File: config.mk
export PLATFORM = sky130hd
export DESIGN_NAME = mips_run_controller
export DESIGN_NICKNAME = d
export VERILOG_FILES = /design/src/rtl/mips_run_controller.sv
export SDC_FILE = /design/constraint.sdc
export NUM_CORES = 1
export LEC_CHECK = 0
export ABC_AREA = 1
export BUFFER_PORTS_ARGS = -buffer_cell sky130_fd_sc_hd__clkbuf_2
export CORE_MARGIN = 2
export CORE_UTILIZATION = 53
export DETAILED_ROUTE_END_ITERATION = 8
export PLACE_DENSITY = 0.87
export SLEW_MARGIN = 20
export SYNTH_ARGS = -nofsm -noshare
export SYNTH_HDL_FRONTEND = slang
export SYNTH_SLANG_ARGS = --single-unit
File: constraint.sdc
create_clock -name i_clk -period 2.1 [get_ports i_clk]
set_clock_uncertainty 0.05 [all_clocks]
set_input_delay 0.105 -clock i_clk [delete_from_list [all_inputs] [get_ports i_clk]]
set_output_delay 0.105 -clock i_clk [all_outputs]
set_load 0.01 [all_outputs]
File: src/rtl/mips_run_controller.sv
// mips_run_controller: run/step controller that gates the MIPS core clock
// for the debug unit.
// Ports:
//   i_clk, i_reset            clock, async active-high reset
//   i_cmd_valid, i_cmd        1-cycle command strobe; 0=STOP 1=RUN 2=STEP 3=STEP_N
//   i_step_count              N for STEP_N (0 runs one step)
//   i_cnt_clear               synchronous clear of the enabled-cycle counter
//   i_halt                    core halted
//   i_pc, i_bp_enable,
//   i_bp_addr                 core PC and breakpoint
//   o_clk_en                  core clock-enable
//   o_busy, o_done, o_state   controller status; o_done pulses in DONE
//   o_stop_cause              0=NONE 1=HALT 2=BREAK 3=USER 4=STEPS
//   o_cycle_count             saturating count of enabled cycles
module mips_run_controller #(
    parameter int BITS_SIZE = 32,
    parameter int CNT_BITS  = 32,
    parameter int STEP_BITS = 16
) (
    input  logic                 i_clk,
    input  logic                 i_reset,
    input  logic                 i_cmd_valid,
    input  logic [1:0]           i_cmd,
    input  logic [STEP_BITS-1:0] i_step_count,
    input  logic                 i_cnt_clear,
    input  logic                 i_halt,
    input  logic [BITS_SIZE-1:0] i_pc,
    input  logic                 i_bp_enable,
    input  logic [BITS_SIZE-1:0] i_bp_addr,
    output logic                 o_clk_en,
    output logic                 o_busy,
    output logic                 o_done,
    output logic [2:0]           o_stop_cause,
    output logic [CNT_BITS-1:0]  o_cycle_count,
    output logic [1:0]           o_state
);

    typedef enum logic [1:0] {
        ST_IDLE = 2'd0,
        ST_RUN  = 2'd1,
        ST_STEP = 2'd2,
        ST_DONE = 2'd3
    } state_t;

    localparam logic [1:0] CMD_STOP   = 2'd0;
    localparam logic [1:0] CMD_RUN    = 2'd1;
    localparam logic [1:0] CMD_STEP   = 2'd2;
    localparam logic [1:0] CMD_STEP_N = 2'd3;

    localparam logic [2:0] CAUSE_NONE  = 3'd0;
    localparam logic [2:0] CAUSE_HALT  = 3'd1;
    localparam logic [2:0] CAUSE_BREAK = 3'd2;
    localparam logic [2:0] CAUSE_USER  = 3'd3;
    localparam logic [2:0] CAUSE_STEPS = 3'd4;

    localparam logic [STEP_BITS-1:0] STEP_ONE = STEP_BITS'(1);
    localparam logic [CNT_BITS-1:0]  CNT_ONE  = CNT_BITS'(1);

    state_t               state_q, state_d;
    logic                 first_q, first_d;
    logic [STEP_BITS-1:0] remaining_q, remaining_d;
    logic [2:0]           cause_q, cause_d;
    logic [CNT_BITS-1:0]  count_q, count_d;

    logic stop_cmd;
    logic bp_hit;
    logic clk_en;

    always_ff @(posedge i_clk or posedge i_reset) begin
        if (i_reset) begin
            state_q     <= ST_IDLE;
            first_q     <= 1'b0;
            remaining_q <= '0;
            cause_q     <= CAUSE_NONE;
            count_q     <= '0;
        end else begin
            state_q     <= state_d;
            first_q     <= first_d;
            remaining_q <= remaining_d;
            cause_q     <= cause_d;
            count_q     <= count_d;
        end
    end

    assign stop_cmd = i_cmd_valid && (i_cmd == CMD_STOP);
    // The first RUN cycle ignores the breakpoint so that resuming from a
    // breakpointed PC executes that instruction.
    assign bp_hit   = i_bp_enable && (i_pc == i_bp_addr) && !first_q;

    always_comb begin
        state_d     = state_q;
        first_d     = first_q;
        remaining_d = remaining_q;
        cause_d     = cause_q;
        clk_en      = 1'b0;

        unique case (state_q)
            ST_IDLE: begin
                if (i_cmd_valid) begin
                    unique case (i_cmd)
                        CMD_RUN: begin
                            state_d = ST_RUN;
                            first_d = 1'b1;
                            cause_d = CAUSE_NONE;
                        end
                        CMD_STEP: begin
                            state_d     = ST_STEP;
                            remaining_d = STEP_ONE;
                            cause_d     = CAUSE_NONE;
                        end
                        CMD_STEP_N: begin
                            state_d     = ST_STEP;
                            remaining_d = (i_step_count == '0) ?
                                          STEP_ONE : i_step_count;
                            cause_d     = CAUSE_NONE;
                        end
                        default: begin
                        end
                    endcase
                end
            end
            ST_RUN: begin
                first_d = 1'b0;
                if (i_halt) begin
                    state_d = ST_DONE;
                    cause_d = CAUSE_HALT;
                end else if (bp_hit) begin
                    state_d = ST_DONE;
                    cause_d = CAUSE_BREAK;
                end else if (stop_cmd) begin
                    state_d = ST_DONE;
                    cause_d = CAUSE_USER;
                end else begin
                    clk_en = 1'b1;
                end
            end
            ST_STEP: begin
                if (i_halt) begin
                    state_d = ST_DONE;
                    cause_d = CAUSE_HALT;
                end else if (stop_cmd) begin
                    state_d = ST_DONE;
                    cause_d = CAUSE_USER;
                end else begin
                    clk_en      = 1'b1;
                    remaining_d = remaining_q - STEP_ONE;
                    // The last enabled step also ends the sequence.
                    if (remaining_q <= STEP_ONE) begin
                        state_d     = ST_DONE;
                        cause_d     = CAUSE_STEPS;
                        remaining_d = '0;
                    end
                end
            end
            ST_DONE: begin
                state_d = ST_IDLE;
            end
        endcase
    end

    always_comb begin
        count_d = count_q;
        if (i_cnt_clear) begin
            count_d = '0;
        end else if (clk_en && (count_q != '1)) begin
            count_d = count_q + CNT_ONE;
        end
    end

    assign o_clk_en      = clk_en;
    assign o_busy        = (state_q != ST_IDLE);
    assign o_done        = (state_q == ST_DONE);
    assign o_stop_cause  = cause_q;
    assign o_cycle_count = count_q;
    assign o_state       = state_q;

endmodule

* Word-level counts from Yosys, hierarchy flattened
Index checks and enable logic that the tools add are counted.
Storage, ports and cells: input port bits 88, word-level logic and storage cells 79, register bits after elaboration 54
Cells by class: $add $sub $neg 2, magnitude comparators 1, equality and inequality tests 17, reductions and logical operators 19, multiplexer cells 35
Operators with widths (count):
- $mux 16 | 5
- $mux 32 | 2
- $pmux 16 s2 | 2
- $add 32x1->32 const B | 1
- $eq 32x32->1 | 1
- $ne 32x32->1 const B | 1
- $mux 3 | 8
- $le 16x1->1 const B | 1
- $logic_not 16->1 | 1
- $sub 16x1->16 const B | 1
- $mux 2 | 7
- $reduce_and 5->1 | 2
- $pmux 3 s3 | 1
- $eq 2x2->1 const B | 4
- $ne 2x2->1 const B | 4
- $ne 4x4->1 const B | 2
- $pmux 2 s4 | 1
- $reduce_bool 2->1 | 4
- $mux 1 | 6
- $eq 2x1->1 const B | 2
- $logic_and 1x1->1 | 4
- $logic_not 2->1 | 2
- $pmux 1 s2 | 2
- $pmux 2 s2 | 1
- other kinds (9) | 9

* Logic depth before layout (Yosys ltp)
word-level depth 9, gate-level depth with buffers 15

* Worst setup path before layout
Ideal clock, no wire load.
path type register to register, start point reg state_q[0] (netlist: o_state[0]), end point reg remaining_q[13], clock period less this slack 2045 ps, setup time 138 ps, slack 55 ps, required time 1912 ps, arrival time 1856 ps, stages on the path, launching flop included 10, path through dfrtp_1 inv_1 ha_1 inv_1 or2_2 o211ai_1 nor2_2 inv_1 buf_1 a22oi_1
Between the ends: cells in the longest elaborated chain, start to end 3, elaborated cells between the ends (all ways) 9
RTL lines:
- start: declaration | RTL line 59 | state_t state_q, state_d;
- start signal: assignment | RTL line 77 | state_q <= state_d;
- $eq 2x2->1 / $logic_not 2->1 (equally long branches) | RTL line 97 | unique case (state_q)
- $ne 2x2->1 (no line) (tied with other cells)
- $reduce_and 5->1 (no line)
- end signal: assignment | RTL line 79 | remaining_q <= remaining_d;
- end: declaration | RTL line 61 | logic [STEP_BITS-1:0] remaining_q, remaining_d;
Several ways; a longest one is shown, not always the timed one. A chain may end at the register's enable or synchronous reset.

* Worst setup path after layout
start point reg state_q[1] (netlist: o_state[1]), end point out o_clk_en
Between the ends: cells in the longest elaborated chain, start to end 2, elaborated cells between the ends (all ways) 3
RTL lines:
- $eq 2x2->1 / $eq 2x1->1 (equally long branches) | RTL line 97
- $pmux 1 s2 * | RTL line 97
- end: declaration | RTL line 30 | output logic o_clk_en,
Every way passes the cells marked *; elsewhere a longest branch is shown, timed or not.

==> flow_summary.ini <==
[status]
status = complete, no violations

[yosys]
netlist.area_leader.share = 0.309
synth_commonest_cells = 170 x nand2_1, 103 x inv_1, 84 x nor2_1, 54 x dfrtp_1, 52 x nand3_1
synth_cells = 679
synth.distinct_cells = 32
async_reset_ff_frac = 1.00
post-synth-top-count-cell = nand2_1
yosysTopAreaCell = dfrtp_1
synth_ff_type = dfrtp_1
ys_seq_elements = 54
synth_area_per_cell_sq_um = 6.43
yosys-top-cells-area = dfrtp_1 31%, nand2_1 15%, inv_1 8.9%
synth_edf_count = 0
syn-num-nets = 775
ys_warn_count = 0
ys_seq_area_frac = 0.309
synth_area_sq_um = 4370

[cts]
htree_levels = 2
clkSlewWorstSetupHoldPaths_ns = 0.10
clk_latency_ns = 0.31
clock_sinks = 54
clockRootBuffer = clkbuf_8
cts_buffers = 5
cts.path.max_buffers = 2
cts_tree = built

[global_routing]
grt_use_total = 0.275
grt_pass1_vias = 4586
grt-ovfl-total = 0
antenna_found_initial = 0
grt_max_degree = 34
grt_first_pass_wirelength_mm = 20.1

[worst_hold_path]
whs_endpoint = remaining_q[2]
hold_path.class = in2reg
hold_path.startpoint = i_step_count[2]
whs_path_depth = 3

[layout]
drive_above_1_share = 0.238
regArea_sq_um = 1350
nets = 921
layoutNonFillerInstCount = 931
n_antenna_cell = 0
multi_input_area_sq_um = 2610
final_area_sq_um = 5590
nFillCells = 703
syn2layout_area_growth_pct = 28.0

[placement]
routabilityCongestion = 0.937
hpwl_mm = 9.60
postPlaceCellArea_sq_um = 5240
dp.cells = 914
portBuffers = 127

[sta]
setup_viol = 0
rsz0062_at_grt = true
relSlewSlack = 0.582
slew_viol_final = 0
max_freq_ghz = 0.501
holdWs_ns = 0.0407
min_period_over_period = 0.950
post-route-min-period_ns = 2.00
hold_viol = 0
tightest_slew_ns = 0.626

[route]
wl_met1_mm = 5.34
met2RoutedLength_mm = 6.31
highest_layer = met4
drt_first_pass_iters = 6
wl_per_cell_um = 13.8
routed_wl_mm = 12.9
drt_first_iter_violations = 362
num_vias = 5071
viasPerCell = 5.45
antenna_left = 0
wl_met3_mm = 1.06
drc = 0

[worst_setup_path]
worst_path_max_delay_cell = dfrtp_1
crit_type = reg2out
cp_slowest_stage_delay_ns = 0.45
r2r_cells = 14
rr_endpoint = o_cycle_count[3]
r2r_start = o_cycle_count[1]
worstPathCellList = inv_2, ha_1, inv_1, nor2_1, nand3_1, nand2_4, buf_12, clkbuf_2
cp_max_fo = 17
cp.arrival_ns = 1.84
reg2reg_slack_ns = 0.10
critical_path.startpoint_type = flip-flop
end_kind = primary output
crit_required_ns = 1.95
cp-startpoint = o_state[1]

[floorplan]
start_util = 0.540
core_area_sq_um = 8090
io_pins = 128
die_w_um = 94.8
die_area_sq_um = 8980
chipHeight_um = 94.8
placement_rows = 33

[job]
maxCapViolations = 0

[power]
peakVddDrop_uv = 517
p_per_area_nw_per_um2 = 809
power_leakage_nw = 3.10
-- stage by stage --
step / worst slack [ns] / power [W] / TNS, ns / utilization
2_1_floorplan: 0.0553 / 0.00288 / 0 / -
3_3_place_gp: 0.0867 / 0.00345 / 0 / 0.647
3_5_place_dp: 0.0383 / 0.00356 / 0 / 0.647
4_1_cts: 0.0209 / 0.00420 / 0 / 0.662
5_1_grt: -0.0677 / 0.00486 / -1.43 / 0.691
6_report: 0.105 / 0.00452 / 0 / 0.691
-- metal layers --
| layer | global-route usage | up-vias |
|---|---|---|
| met5 | 0 | - |
| met4 | 0.0543 | 0 |
| met3 | 0.0431 | 16 |
| met2 | 0.493 | 257 |
| met1 | 0.350 | 2326 |
| li1 | - | 2472 |
-- how the worst max path moves through the flow --
stage | end | slack (ns) | cells past startpoint
floorplan | remaining_q[13] | 0.06 | 9
global placement | remaining_q[10] | 0.09 | 10
detailed placement | remaining_q[14] | 0.04 | 10
CTS | o_clk_en | 0.02 | 8
global route | o_cycle_count[6] | -0.07 | 14
finish | o_clk_en | 0.10 | 8
-- critical path: cells and delay by family (launching register included) --
family	cells	cell delay (ns)
buf+inv	4	0.50
flops	1	0.45
simple gates	3	0.38
fa+ha+maj	1	0.19
-- power breakdown --
| group | internal, W | switching [W] | total [W] |
|---|---|---|---|
| logic | 0.00100 | 0.00145 | 0.00245 |
| registers | 0.00127 | 0.000186 | 0.00146 |
| clock network | 0.000267 | 0.000345 | 0.000613 |
| total | 0.00254 | 0.00198 | 0.00452 |
-- final cells by class --
| cell class | count | area share |
|---|---|---|
| flip-flops and latches | 54 | 0.242 |
| multi-input cells | 499 | 0.467 |
| inverters | 106 | 0.0712 |
| clock inverters | 1 | 0.000895 |
| well taps | 105 | 0.0235 |
| repair buffers | 159 | 0.180 |
| clock buffers | 7 | 0.0154 |
-- state kept, by name (all words and copies together) (netlist names) --
signal,count
remaining_q,16
o_stop_cause,3
o_state,2
o_cycle_count,32
first_q,1
-- layout by cell type (no fill, tap or decap), types with 24 or more instances in the layout --
master | synthesis | layout
nand2_1 | 170 | 167
clkbuf_2 | 0 | 127
inv_1 | 103 | 100
nor2_1 | 84 | 81
dfrtp_1 | 54 | 53
nand3_1 | 52 | 44
nand4_1 | 39 | 39
a21oi_1 | 27 | 27
o21ai_0 | 26 | 26
xor2_1 | 24 | 24
-- repair_timing --
item | CTS | global route
hold buffers | 1 | 0
hold endpoints to repair | 25 | 0
buffers inserted | 0 | 5
endpoints found under the setup margin | 2 | 49
gates cloned | 0 | 3
gates resized for setup | 5 | 31
pin swaps | 0 | 6
-- logic make-up after synthesis --
logic type | after synthesis | share of synthesized area
flip-flops | 54 | 0.309
adder cells (fa/ha/maj) | 8 | 0.0229
buffers and inverters | 126 | 0.115
XOR/XNOR | 42 | 0.0842
AO/OA/AOI/OAI | 69 | 0.0871
AND/OR/NAND/NOR | 379 | 0.379
multiplexers | 1 | 0.00229
(Power assumes the default switching activity.)
